### src/rtl/muldiv_pkg.sv
// Shared definitions for the execute-stage multiply/divide engine.
//   md_op_e    : operation codes carried on the 2-bit op port.
//   md_state_e : engine FSM states.
//   RESET_ENABLE, WRITE_ENABLE, WRITE_DISABLE : active levels, matching the
//              existing stage defines.
//   md_is_div / md_is_signed : op classification helpers.
package muldiv_pkg;

    typedef enum logic [1:0] {
        MD_MULT  = 2'd0,
        MD_MULTU = 2'd1,
        MD_DIV   = 2'd2,
        MD_DIVU  = 2'd3
    } md_op_e;

    typedef enum logic [1:0] {
        IDLE = 2'd0,
        RUN  = 2'd1,
        FIX  = 2'd2,
        DONE = 2'd3
    } md_state_e;

    localparam logic RESET_ENABLE  = 1'b1;
    localparam logic WRITE_ENABLE  = 1'b1;
    localparam logic WRITE_DISABLE = 1'b0;

    function automatic logic md_is_div(input md_op_e op);
        return (op == MD_DIV) || (op == MD_DIVU);
    endfunction

    function automatic logic md_is_signed(input md_op_e op);
        return (op == MD_MULT) || (op == MD_DIV);
    endfunction

endpackage

### src/rtl/muldiv_sign_fix.sv
// Combinational sign correction applied to the unsigned-magnitude results of
// the multiply/divide engine (used by both the iterative and fast paths).
// Ports:
//   sign_a, sign_b : operand signs latched at accept (0 for unsigned ops)
//   op             : latched operation
//   hi_raw, lo_raw : magnitude result (product halves, or remainder/quotient)
//   hi, lo         : signed-corrected result
module muldiv_sign_fix
    import muldiv_pkg::*;
#(
    parameter int WIDTH = 32
) (
    input  logic             sign_a,
    input  logic             sign_b,
    input  md_op_e           op,
    input  logic [WIDTH-1:0] hi_raw,
    input  logic [WIDTH-1:0] lo_raw,
    output logic [WIDTH-1:0] hi,
    output logic [WIDTH-1:0] lo
);

    logic [2*WIDTH-1:0] prod;
    logic [2*WIDTH-1:0] prod_neg;

    always_comb begin
        prod     = {hi_raw, lo_raw};
        prod_neg = -prod;
        hi       = hi_raw;
        lo       = lo_raw;
        case (op)
            MD_MULT: begin
                // The product is negated as one double-width value so the
                // borrow propagates from LO into HI.
                if (sign_a ^ sign_b) begin
                    hi = prod_neg[2*WIDTH-1:WIDTH];
                    lo = prod_neg[WIDTH-1:0];
                end
            end
            MD_DIV: begin
                if (sign_a ^ sign_b) lo = -lo_raw;
                // Remainder follows the dividend's sign.
                if (sign_a) hi = -hi_raw;
            end
            default: ;
        endcase
    end

endmodule

### src/rtl/ex_muldiv_unit.sv
// Iterative multiply/divide engine for the execute stage (MULT, MULTU, DIV,
// DIVU) producing HI/LO results. One result bit per cycle in RUN, then one
// FIX cycle for sign correction, then a one-cycle DONE pulse.
// Optional feature: define MULDIV_FAST_MUL_EN to use a single-cycle
// WIDTH x WIDTH multiplier for MULT/MULTU (IDLE -> FIX -> DONE).
// Ports:
//   clk, reset        : clock (rising edge), synchronous active-high reset
//   start, op         : request a new operation (accepted in IDLE or DONE)
//   operand_a/b       : multiplicand/dividend, multiplier/divisor
//   cancel            : flush; abort any operation in flight
//   stall_request     : hold the pipeline (combinational)
//   busy              : operation in flight (RUN or FIX), registered
//   done              : one-cycle result-valid pulse
//   hilo_write_enable : equals done
//   hi_o, lo_o        : product high/low, or remainder/quotient
// Handshake: a request is taken on any cycle where start=1, cancel=0 and the
// engine is IDLE or DONE; operands are sampled only on that cycle. hi_o/lo_o
// are valid while done=1 and hold until the next FIX.
module ex_muldiv_unit
    import muldiv_pkg::*;
#(
    parameter int WIDTH = 32,
    parameter int CNT_W = $clog2(WIDTH + 1)
) (
    input  logic             clk,
    input  logic             reset,
    input  logic             start,
    input  logic [1:0]       op,
    input  logic [WIDTH-1:0] operand_a,
    input  logic [WIDTH-1:0] operand_b,
    input  logic             cancel,
    output logic             stall_request,
    output logic             busy,
    output logic             done,
    output logic             hilo_write_enable,
    output logic [WIDTH-1:0] hi_o,
    output logic [WIDTH-1:0] lo_o
);

    md_state_e        state;
    md_state_e        state_next;
    logic [CNT_W-1:0] count;
    md_op_e           op_q;
    logic             sign_a_q;
    logic             sign_b_q;
    // {acc_q, work_q}: {acc, multiplier} for multiply, {rem, quotient} for divide
    logic [WIDTH-1:0] acc_q;
    logic [WIDTH-1:0] work_q;
    // multiplicand for multiply, divisor for divide
    logic [WIDTH-1:0] opnd_q;

    md_op_e           op_in;
    logic             in_div;
    logic             in_signed;
    logic             neg_a;
    logic             neg_b;
    logic             div_zero;
    logic             accept;
    logic [WIDTH-1:0] mag_a;
    logic [WIDTH-1:0] mag_b;

    logic [WIDTH:0]   mul_sum;
    logic [WIDTH-1:0] mul_acc_next;
    logic [WIDTH-1:0] mul_work_next;
    logic [WIDTH:0]   div_rem_sh;
    logic [WIDTH:0]   div_diff;
    logic             div_ok;
    logic [WIDTH-1:0] div_acc_next;
    logic [WIDTH-1:0] div_work_next;

    logic [WIDTH-1:0] fix_hi;
    logic [WIDTH-1:0] fix_lo;

`ifdef MULDIV_FAST_MUL_EN
    logic [2*WIDTH-1:0] fast_prod;
    assign fast_prod = {{WIDTH{1'b0}}, mag_a} * {{WIDTH{1'b0}}, mag_b};
`endif

    // Request decode
    always_comb begin
        op_in     = md_op_e'(op);
        in_div    = md_is_div(op_in);
        in_signed = md_is_signed(op_in);
        neg_a     = in_signed && operand_a[WIDTH-1];
        neg_b     = in_signed && operand_b[WIDTH-1];
        mag_a     = neg_a ? -operand_a : operand_a;
        mag_b     = neg_b ? -operand_b : operand_b;
        div_zero  = in_div && (operand_b == '0);
        accept    = start && !cancel && ((state == IDLE) || (state == DONE));
    end

    // One iteration step of each algorithm
    always_comb begin
        // Shift-add: add multiplicand when multiplier LSB is set, then shift
        // the whole {carry, acc, multiplier} right by one.
        mul_sum       = {1'b0, acc_q} + (work_q[0] ? {1'b0, opnd_q} : '0);
        mul_acc_next  = mul_sum[WIDTH:1];
        mul_work_next = {mul_sum[0], work_q[WIDTH-1:1]};
        // Restoring divide: the shifted remainder is < 2*divisor, so bit WIDTH
        // of the difference is a reliable borrow flag.
        div_rem_sh    = {acc_q, work_q[WIDTH-1]};
        div_diff      = div_rem_sh - {1'b0, opnd_q};
        div_ok        = !div_diff[WIDTH];
        div_acc_next  = div_ok ? div_diff[WIDTH-1:0] : div_rem_sh[WIDTH-1:0];
        div_work_next = {work_q[WIDTH-2:0], div_ok};
    end

    // Next-state logic
    always_comb begin
        state_next = state;
        if (cancel) begin
            state_next = IDLE;
        end else begin
            case (state)
                IDLE, DONE: begin
                    if (start) begin
                        if (div_zero) begin
                            state_next = FIX;
`ifdef MULDIV_FAST_MUL_EN
                        end else if (!in_div) begin
                            state_next = FIX;
`endif
                        end else begin
                            state_next = RUN;
                        end
                    end else begin
                        state_next = IDLE;
                    end
                end
                RUN:     if (count == CNT_W'(1)) state_next = FIX;
                FIX:     state_next = DONE;
                default: state_next = IDLE;
            endcase
        end
    end

    // State and datapath registers
    always_ff @(posedge clk) begin
        if (reset == RESET_ENABLE) begin
            state    <= IDLE;
            count    <= '0;
            busy     <= 1'b0;
            op_q     <= MD_MULT;
            sign_a_q <= 1'b0;
            sign_b_q <= 1'b0;
            acc_q    <= '0;
            work_q   <= '0;
            opnd_q   <= '0;
            hi_o     <= '0;
            lo_o     <= '0;
        end else begin
            state <= state_next;
            busy  <= (state_next == RUN) || (state_next == FIX);
            if (accept) begin
                op_q     <= op_in;
                count    <= CNT_W'(WIDTH);
                sign_a_q <= neg_a;
                sign_b_q <= neg_b;
                acc_q    <= '0;
                if (in_div) begin
                    if (div_zero) begin
                        // Preload the fixed divide-by-zero result; cleared
                        // signs make FIX pass it through untouched.
                        sign_a_q <= 1'b0;
                        sign_b_q <= 1'b0;
                        acc_q    <= operand_a;
                        work_q   <= '1;
                    end else begin
                        work_q <= mag_a;
                        opnd_q <= mag_b;
                    end
                end else begin
`ifdef MULDIV_FAST_MUL_EN
                    acc_q  <= fast_prod[2*WIDTH-1:WIDTH];
                    work_q <= fast_prod[WIDTH-1:0];
`else
                    work_q <= mag_b;
                    opnd_q <= mag_a;
`endif
                end
            end else if ((state == RUN) && !cancel) begin
                count <= count - CNT_W'(1);
                if (md_is_div(op_q)) begin
                    acc_q  <= div_acc_next;
                    work_q <= div_work_next;
                end else begin
                    acc_q  <= mul_acc_next;
                    work_q <= mul_work_next;
                end
            end
            // A cancelled FIX leaves the previous results in place.
            if ((state == FIX) && !cancel) begin
                hi_o <= fix_hi;
                lo_o <= fix_lo;
            end
        end
    end

    muldiv_sign_fix #(
        .WIDTH (WIDTH)
    ) u_sign_fix (
        .sign_a (sign_a_q),
        .sign_b (sign_b_q),
        .op     (op_q),
        .hi_raw (acc_q),
        .lo_raw (work_q),
        .hi     (fix_hi),
        .lo     (fix_lo)
    );

    // Outputs
    always_comb begin
        done              = (state == DONE) && !cancel;
        hilo_write_enable = done ? WRITE_ENABLE : WRITE_DISABLE;
        stall_request     = (start && (state == IDLE)) || (state == RUN) ||
                            (state == FIX) || (start && (state == DONE));
    end

endmodule

### config.mk
export PLATFORM = sky130hd
export DESIGN_NAME = ex_muldiv_unit
export DESIGN_NICKNAME = d
export VERILOG_FILES = /design/src/rtl/muldiv_pkg.sv /design/src/rtl/muldiv_sign_fix.sv /design/src/rtl/ex_muldiv_unit.sv
export SDC_FILE = /design/constraint.sdc
export NUM_CORES = 1
export LEC_CHECK = 0
export ABC_AREA = 0
export CORE_MARGIN = 5
export CORE_UTILIZATION = 35
export CTS_CLUSTER_DIAMETER = 40
export DETAILED_ROUTE_END_ITERATION = 16
export GPL_ROUTABILITY_DRIVEN = 0
export GPL_TIMING_DRIVEN = 1
export SKIP_CTS_REPAIR_TIMING = 1
export SLEW_MARGIN = 40
export SYNTH_ARGS = -nofsm -noshare
export SYNTH_HDL_FRONTEND = slang
export SYNTH_SLANG_ARGS = --single-unit
### constraint.sdc
create_clock -name clk -period 9.2 [get_ports clk]
set_input_delay 2.3 -clock clk [delete_from_list [all_inputs] [get_ports clk]]
set_output_delay 2.3 -clock clk [all_outputs]
set_load 0.01 [all_outputs]
**Word-level counts from Yosys, hierarchy flattened**

Index checks and enable logic that the tools add are counted.

- Logic and storage cells: 94
- Register bits after elaboration: 173

- Bitwise gates (word level): 1
- Muxes and demuxes: 34
- Eq/ne operators: 11
- $add $sub $neg: 8
- Reductions and logical operators: 28

Operators with widths:

| kind | count |
|---|---|
| 2-to-1 mux 32 bit | 20 |
| negator 32 bit | 4 |
| case mux 32 bit (2 select lines) | 2 |
| negator 64 bit | 1 |
| adder 32 x 32 -> 33 bit | 1 |
| subtractor 33 x 32 -> 33 bit | 1 |
| zero test 32 bit | 1 |
| == test 2 bit, second input constant | 7 |
| 2-to-1 mux 6 bit | 2 |
| logical AND 1 bit | 10 |
| logical OR 1 bit | 8 |
| 2-to-1 mux 2 bit | 4 |
| == test 6 x 1 -> 1 bit, second input constant | 1 |
| zero test 2 bit | 3 |
| case mux 2 bit (3 select lines) | 1 |
| subtractor 6 x 1 -> 6 bit, second input constant | 1 |
| 2-to-1 mux 1 bit | 5 |
| == test 2 x 1 -> 1 bit, second input constant | 2 |
| OR reduction 2 bit | 2 |
| zero test 1 bit | 2 |
| inequality test 2 bit, second input constant | 1 |
| AND reduction 2 bit | 1 |
| nonzero test 2 bit | 1 |
| bitwise XOR 1 bit | 1 |

**Depth between registers and ports, before layout**

Gate-level depths: netlist (run 1).

- Depth in word-level cells: 9
- Depth in mapped cells: 14
- Mapped depth without buffers: 12

**Modules after synthesis**

A second synthesis (run 1) with hierarchy kept.

- Cells, all modules: 2034
- Area total of the unflattened synthesis: 14640.3 um2

Modules (own cells, without submodules):

| module | seq. area each (um2) | cells each | area each (um2) | times used |
|---|---|---|---|---|
| ex_muldiv_unit | 3463.3 | 1768 | 12978.7 | 1 |
| muldiv_sign_fix | 0.0 | 266 | 1661.6 | 1 |

**Least setup slack after synthesis (run 1)**

No wires, ideal clock.

- Kind: input to output
- From: in cancel
- To: out hilo_write_enable
- Arrival time: 2.682 ns
- Slack: 4.218 ns
- Stages on the path: 2
- Buffers on the path: 1
- Required time: 6.900 ns
- Path through: nor2b_1 -> buf_4

- Word-level cells in the longest chain between the ends: 3

Ends and longest elaborated chain:

| element | line | source |
|---|---|---|
| start, declared | ex_muldiv_unit.sv:31 | `input logic cancel,` |
| zero test 1 bit | ex_muldiv_unit.sv:213 | `done = (state == DONE) && !cancel;` |
| logical AND 1 bit | ex_muldiv_unit.sv:213 |  |
| 2-to-1 mux 1 bit | ex_muldiv_unit.sv:214 | `hilo_write_enable = done ? WRITE_ENABLE : WRITE_DISABLE;` |
| end, declared | ex_muldiv_unit.sv:35 | `output logic hilo_write_enable,` |

No other way between the ends.

**Final worst setup path (run 1)**

Same ends and word-level chain as after synthesis.

==> flow_metrics.py, run 1 <==
metrics = {
    "outcome": {
        "status": "complete, no violations",
    },
    "timing": {
        "final_layout_setup_total_negative_slack_ns": 0,
        "timing.max_slew.rel_slack_pct": 42.7,
        "count_of_final_max_slew_check_failures": 0,
        "rsz0062_at_grt": "no",
        "clock_skew_ns": 0.0169,
        "final-hold-violation-count": 0,
        "final.setup.worst_slack_ns": 3.23,
        "setup_viol": 0,
        "final.period_utilization_pct": 64.9,
        "layout_min_cycle_time_ns": 5.97,
        "timing_worst_slew_pin_value_ns": 0.860,
        "fmax_ghz": 0.168,
    },
    "finish": {
        "mostFrequentLayoutCells": "nor2_1 (269), a21oi_1 (231), dfxtp_1 (172)",
        "finish.utilization_pct": 40.9,
        "areaGrowthSynthToFinish_pct": 15.9,
        "layout-drive-gt1-share_pct": 4.97,
        "multi_input_combinational_cell_area_mm2": 0.0106,
        "regArea_mm2": 0.00346,
        "count_of_inserted_antenna_diode_cells": 0,
        "layout_commonest_cell": "nor2_1",
        "finish.cell_count_without_fillers": 2630,
        "final.fill_count": 4360,
        "nNetsFinal": 2224,
        "final_area_mm2": 0.0171,
    },
    "synth": {
        "syn-instance-count": 2027,
        "synthesis.yosys.warnings": 0,
        "synth_fa_ha_area_share_pct": 6.54,
        "syn-mean-instance-area_um2": 7.29,
        "synthXorXnorAreaFrac_pct": 9.19,
        "synth_enable_flop_cells": 0,
        "netlist_area_before_placement_mm2": 0.0148,
        "count_of_unique_library_cells_instantiated_by_yosys": 79,
        "post_synthesis_sequential_area_ratio_pct": 23.4,
        "postSynth.asyncResetShare_pct": 0,
        "synth_compound_gate_area_share_pct": 29.1,
        "synth_fp_nets": 2173,
        "synthMuxAreaShare_pct": 3.63,
        "ys_ff_latch": 173,
        "synth-main-ff-cell": "dfxtp_1",
        "combinational_family_with_the_most_area_after_synthesis": "compound AO/OA/AOI/OAI gates",
        "synth_simple_gate_area_share_pct": 23.1,
    },
    "routing": {
        "drtPass1Iterations": 6,
        "first_iter_violations": 1754,
        "detail-route-antenna-nets": 0,
        "via_count": 15500,
        "routed_wire_length_per_instance_um": 20.8,
        "drt-total-wl_um": 54600,
        "detail_route.drc_violations": 0,
        "vias_per_cell": 5.89,
    },
    "critical_path": {
        "worst-setup-path-type": "primary input to primary output",
        "end_kind": "primary output",
        "data_required_time_of_the_critical_path_ns": 6.90,
        "worstReg2RegEnd": "acc_q[19]$_SDFFE_PP0P_",
        "worst_setup_path_start_kind": "primary input",
        "critPathArrivalTime_ns": 3.67,
        "r2r.worst_path.cells": 13,
        "r2r_start": "work_q[31]$_SDFFE_PP0P_",
        "reg2reg_setup_slack_ns": 4.61,
        "cp-startpoint": "cancel",
        "critPathMaxFanout": 8,
    },
    "clock_tree": {
        "clkSlewWorstSetupHoldPaths_ns": 0.07,
        "numCtsBuffers": 17,
        "htreeDepth": 4,
        "cts.sink_count": 173,
        "tritoncts": "done",
        "worstSkewPairLatency_ns": 0.46,
        "cts_root_buffer": "clkbuf_16",
        "cts.path.max_buffers": 2,
    },
    "hold_path": {
        "hold_path_startpoint": "hi_o[3]$_SDFFE_PP0P_",
        "hold_class": "flip-flop to flip-flop",
        "hold-path-endpoint": "hi_o[3]$_SDFFE_PP0P_",
        "worst_hold_path.num_cells": 2,
    },
    "power": {
        "max-vdd-ir-drop_mv": 0.106,
        "power_density_mw_per_mm2": 135,
        "p_leak_nw": 6.30,
    },
    "floorplanning": {
        "std_cell_rows": 75,
        "boundaryPins": 138,
        "die-area_mm2": 0.0464,
        "core_region_area_mm2": 0.0419,
        "die_h_um": 215,
        "starting_density_pct": 35.3,
        "dieWidth_um": 215,
    },
    "grt": {
        "pin_count_of_the_biggest_net_entering_global_routing": 105,
        "first_global_vias": 14400,
        "total_congestion_overflow_after_global_routing": 0,
        "global_route_wire_length_before_repair_um": 83300,
        "gr-usage-all-layers_pct": 22.4,
        "initial_antenna_violation_count": 4,
    },
    "place": {
        "buffer_ports.inserted": 137,
        "place_worst_setup_slack_ns": 3.15,
        "dpl.cell_count": 2598,
        "area_after_detailed_placement_mm2": 0.0166,
        "place_hpwl_um": 42200,
    },
    "flow_run": {
        "max_cap_violations": 0,
    },
}
==> registers in the layout (all words and copies together) (netlist names) <==
signal,cells
work_q,32
busy,1
lo_o,32
op_q,2
state,2
opnd_q,32
hi_o,32
sign_b_q,1
sign_a_q,1
count,6
acc_q,32
==> cell usage after synthesis (11+ instances only) <==
cell type,n,area [um^2]
nor4_1,17,106
inv_1,57,214
clkbuf_1,116,435
or3_1,29,181
xor2_1,71,622
and2_1,15,93.8
buf_1,13,48.8
nand2_1,167,627
nor3_1,50,250
o21a_1,15,113
a21oi_1,231,1160
a211o_1,14,123
or4_1,15,113
nor2_1,270,1010
nand2b_1,20,125
o22ai_1,16,100
nor2b_1,19,119
nand3b_1,11,82.6
dfxtp_1,173,3460
nand3_1,33,165
ha_1,74,926
o211ai_1,49,368
o31ai_1,23,173
and3_1,17,106
a211oi_1,68,510
nand4_1,11,68.8
xnor2_1,84,736
a21o_1,44,330
mux2i_1,48,480
a31oi_1,14,87.6
o21ai_0,96,480
==> per-layer routing <==
metal  wire length [um]  global-route usage [%]  vias to the layer above
li1                   -                       -                     7475
met1              24000                    31.4                     7277
met2              23700                    34.2                      662
met3               5100                    4.79                       89
met4               1800                    7.89                        0
met5                  0                       0                        -
==> metrics by stage <==
stage	hold slack, ns	total power, mW
floorplan	0.432	1.36
finish	0.452	2.32
CTS	0.455	2.31
global placement	0.441	1.58
global route	0.475	2.43
detailed placement	0.446	1.59
==> power breakdown <==
part / internal [mW] / switching, mW / total [mW]
Combinational: 0.300 / 0.451 / 0.751
Sequential: 0.777 / 0.0586 / 0.835
Clock: 0.380 / 0.353 / 0.733
Total: 1.46 / 0.862 / 2.32
==> worst max-delay path, cell delays in order <==
cell	delay [ns]
clkdlybuf4s50_1	0.59
nor2b_1	0.22
clkdlybuf4s50_1	0.56
==> area by class of cell <==
class | count | share of cell area, %
Clock inverter | 13 | 0.753
Clock buffer | 19 | 2.53
Timing Repair Buffer | 167 | 9.32
Inverter | 57 | 1.25
Sequential cell | 173 | 20.2
Multi-Input combinational cell | 1662 | 62.0
Tap cell | 539 | 3.94
==> worst max-delay path by stage <==
stage,to,slack [ns],cells past startpoint
after CTS,hilo_write_enable,3.22,3
after detailed placement,acc_q[25]$_SDFFE_PP0P_,3.15,10
final,hilo_write_enable,3.23,3
after global placement,work_q[5]$_SDFFE_PP0P_,3.22,9
after floorplan,hilo_write_enable,4.22,2
after global routing,hilo_write_enable,3.15,3
==> cell families (layout without fill, tap and decap cells) <==
logic type	after synthesis	in the layout
xor+xnor	155	155
compound gates	666	666
fa+ha+maj	76	76
mux	53	53
flops	173	173
buf+inv	192	256
simple gates	712	712
No activity file was read; power rests on OpenSTA's default activity.
==> run 2, diff against run 1 <==
==> constraint.sdc (replaced) <==
create_clock -name clk -period 5.14 [get_ports clk]
set_input_delay 1.285 -clock clk [delete_from_list [all_inputs] [get_ports clk]]
set_output_delay 1.285 -clock clk [all_outputs]
set_load 0.01 [all_outputs]
==> run 2 against run 1 <==
Die area did not move. Design area rose by 0.70%. Non-clock buffer count rose by 14. Final cell count rose by 0.49%. Largest power group unchanged. First-iteration DRC count fell by 9.7%. Critical path depth rose by 9. Highest routed layer is now met5.
==> flow_metrics.py, run 2 (same netlist as run 1, synthesis figures left out) <==
metrics = {
    "outcome": {
        "status": "complete, no violations",
    },
    "critical_path": {
        "data_required_time_of_the_critical_path_ns": 5.53,
        "critPathArrivalTime_ns": 4.60,
        "r2r_start": "work_q[31]$_SDFFE_PP0P_",
        "end_kind": "flip-flop",
        "worst_setup_path_start_kind": "primary input",
        "worst-setup-path-type": "primary input to flip-flop",
        "cp-startpoint": "operand_a[0]",
        "critPathMaxFanout": 6,
    },
    "routing": {
        "routed_wire_length_per_instance_um": 21.2,
        "via_count": 15800,
        "detail-route-antenna-nets": 0,
        "drt-total-wl_um": 56100,
        "detail_route.drc_violations": 0,
        "vias_per_cell": 5.98,
        "drtPass1Iterations": 5,
        "first_iter_violations": 1584,
    },
    "finish": {
        "layout_commonest_cell": "nor2_1",
        "mostFrequentLayoutCells": "nor2_1 (270), a21oi_1 (231), dfxtp_1 (172)",
        "areaGrowthSynthToFinish_pct": 16.7,
        "nNetsFinal": 2238,
        "layout-drive-gt1-share_pct": 5.51,
        "count_of_inserted_antenna_diode_cells": 0,
    },
    "floorplanning": {
        "starting_density_pct": 35.3,
        "std_cell_rows": 75,
        "boundaryPins": 138,
        "die_h_um": 215,
        "core_region_area_mm2": 0.0419,
        "die-area_mm2": 0.0464,
        "dieWidth_um": 215,
    },
    "timing": {
        "timing_worst_slew_pin_value_ns": 0.824,
        "layout_min_cycle_time_ns": 4.21,
        "final-hold-violation-count": 0,
        "finalHoldWorstSlack_ns": 0.452,
        "setup_viol": 0,
        "count_of_final_max_slew_check_failures": 0,
        "timing.max_slew.rel_slack_pct": 45.1,
        "clock_skew_ns": 0.0172,
        "rsz0062_at_grt": "no",
        "final.period_utilization_pct": 81.8,
        "fmax_ghz": 0.238,
        "final_layout_setup_total_negative_slack_ns": 0,
    },
    "power": {
        "max-vdd-ir-drop_mv": 0.204,
        "power.clock.fraction_pct": 32.0,
        "combinationalPowerShare_pct": 32.8,
        "switching_portion_of_total_power_pct": 37.0,
        "power_density_mw_per_mm2": 245,
        "p_leak_nw": 6.38,
        "p_int_mw": 2.66,
        "power.switching_mw": 1.56,
        "sequentialPowerShare_pct": 35.2,
    },
    "clock_tree": {
        "cts.path.max_buffers": 2,
        "cts_root_buffer": "clkbuf_16",
        "worstSkewPairLatency_ns": 0.46,
        "tritoncts": "done",
        "clkSlewWorstSetupHoldPaths_ns": 0.07,
        "htreeDepth": 4,
        "cts.sink_count": 173,
        "numCtsBuffers": 17,
    },
    "place": {
        "place_hpwl_um": 43300,
        "buffer_ports.inserted": 137,
    },
    "grt": {
        "total_congestion_overflow_after_global_routing": 0,
        "gr-usage-all-layers_pct": 23.2,
        "global_route_wire_length_before_repair_um": 85800,
        "groute.layer.met1.usage_pct": 31.7,
        "first_global_vias": 14500,
        "initial_antenna_violation_count": 4,
        "grtUsageMet3_pct": 6.52,
        "global_route.usage.met2_pct": 34.6,
        "pin_count_of_the_biggest_net_entering_global_routing": 133,
        "globalRoute.busiestLayer": "met2",
    },
    "hold_path": {
        "hold_class": "flip-flop to flip-flop",
        "hold_path_startpoint": "hi_o[13]$_SDFFE_PP0P_",
    },
    "flow_run": {
        "max_cap_violations": 0,
    },
}
## run 2: worst paths after layout
check	end	slack, ns	cells after the start
hold / removal	hi_o[13]$_SDFFE_PP0P_	0.45	2
hold reg to reg	hi_o[13]$_SDFFE_PP0P_	0.45	2
setup reg to reg	acc_q[15]$_SDFFE_PP0P_	1.02	13
setup / recovery	opnd_q[30]$_SDFFE_PP0P_	0.93	12
## run 2: metal layers
layer / routed length, um / up-vias / share of wire (%)
met5: 30 / - / 0.053
met1: 24100 / 7396 / 43
met3: 6030 / 144 / 11
met4: 2230 / 4 / 4.0
li1: - / 7495 / -
met2: 23700 / 753 / 42
## run 2: stage by stage
| step | worst slack (ns) | std cells | power (mW) | utilization (%) | instance area [um^2] |
|---|---|---|---|---|---|
| detailed placement | 0.582 | 2612 | 2.86 | 39.8 | 16700 |
| global route | 0.729 | 2643 | 4.42 | 41.2 | 17200 |
| finish | 0.933 | 2643 | 4.22 | 41.2 | 17200 |
| CTS | 1.02 | 2643 | 4.21 | 41.2 | 17200 |
| floorplan | 1.30 | 2027 | 2.44 | - | 14800 |
| global placement | 0.624 | 2612 | 2.85 | 39.8 | 16700 |
## run 2: area by class of cell
cell class / instances / area [um^2]
Clock buffer: 17 / 425
Timing Repair Buffer: 181 / 1710
Tap cell: 539 / 674
Clock inverter: 14 / 158
Inverter: 57 / 214
Fill cell: 4357 / 24600
Multi-Input combinational cell: 1662 / 10600
Sequential cell: 173 / 3460
## run 2: worst max-delay path, stage by stage
cell,delay (ns)
clkdlybuf4s50_1,0.64
inv_1,0.15
ha_1,0.18
nor3b_1,0.49
nor4b_1,0.30
buf_4,0.20
nand4_1,0.18
o41ai_1,0.38
xnor2_1,0.30
mux2i_1,0.13
mux2_2,0.28
nor2_1,0.07
## run 2: power groups by stage
stage / sequential [mW] / clock (mW) / combinational, mW
2_1_floorplan: 1.46 / 0 / 0.971
3_3_place_gp: 1.51 / 0 / 1.34
3_5_place_dp: 1.51 / 0 / 1.35
4_1_cts: 1.48 / 1.37 / 1.36
5_1_grt: 1.49 / 1.42 / 1.51
6_report: 1.49 / 1.35 / 1.39
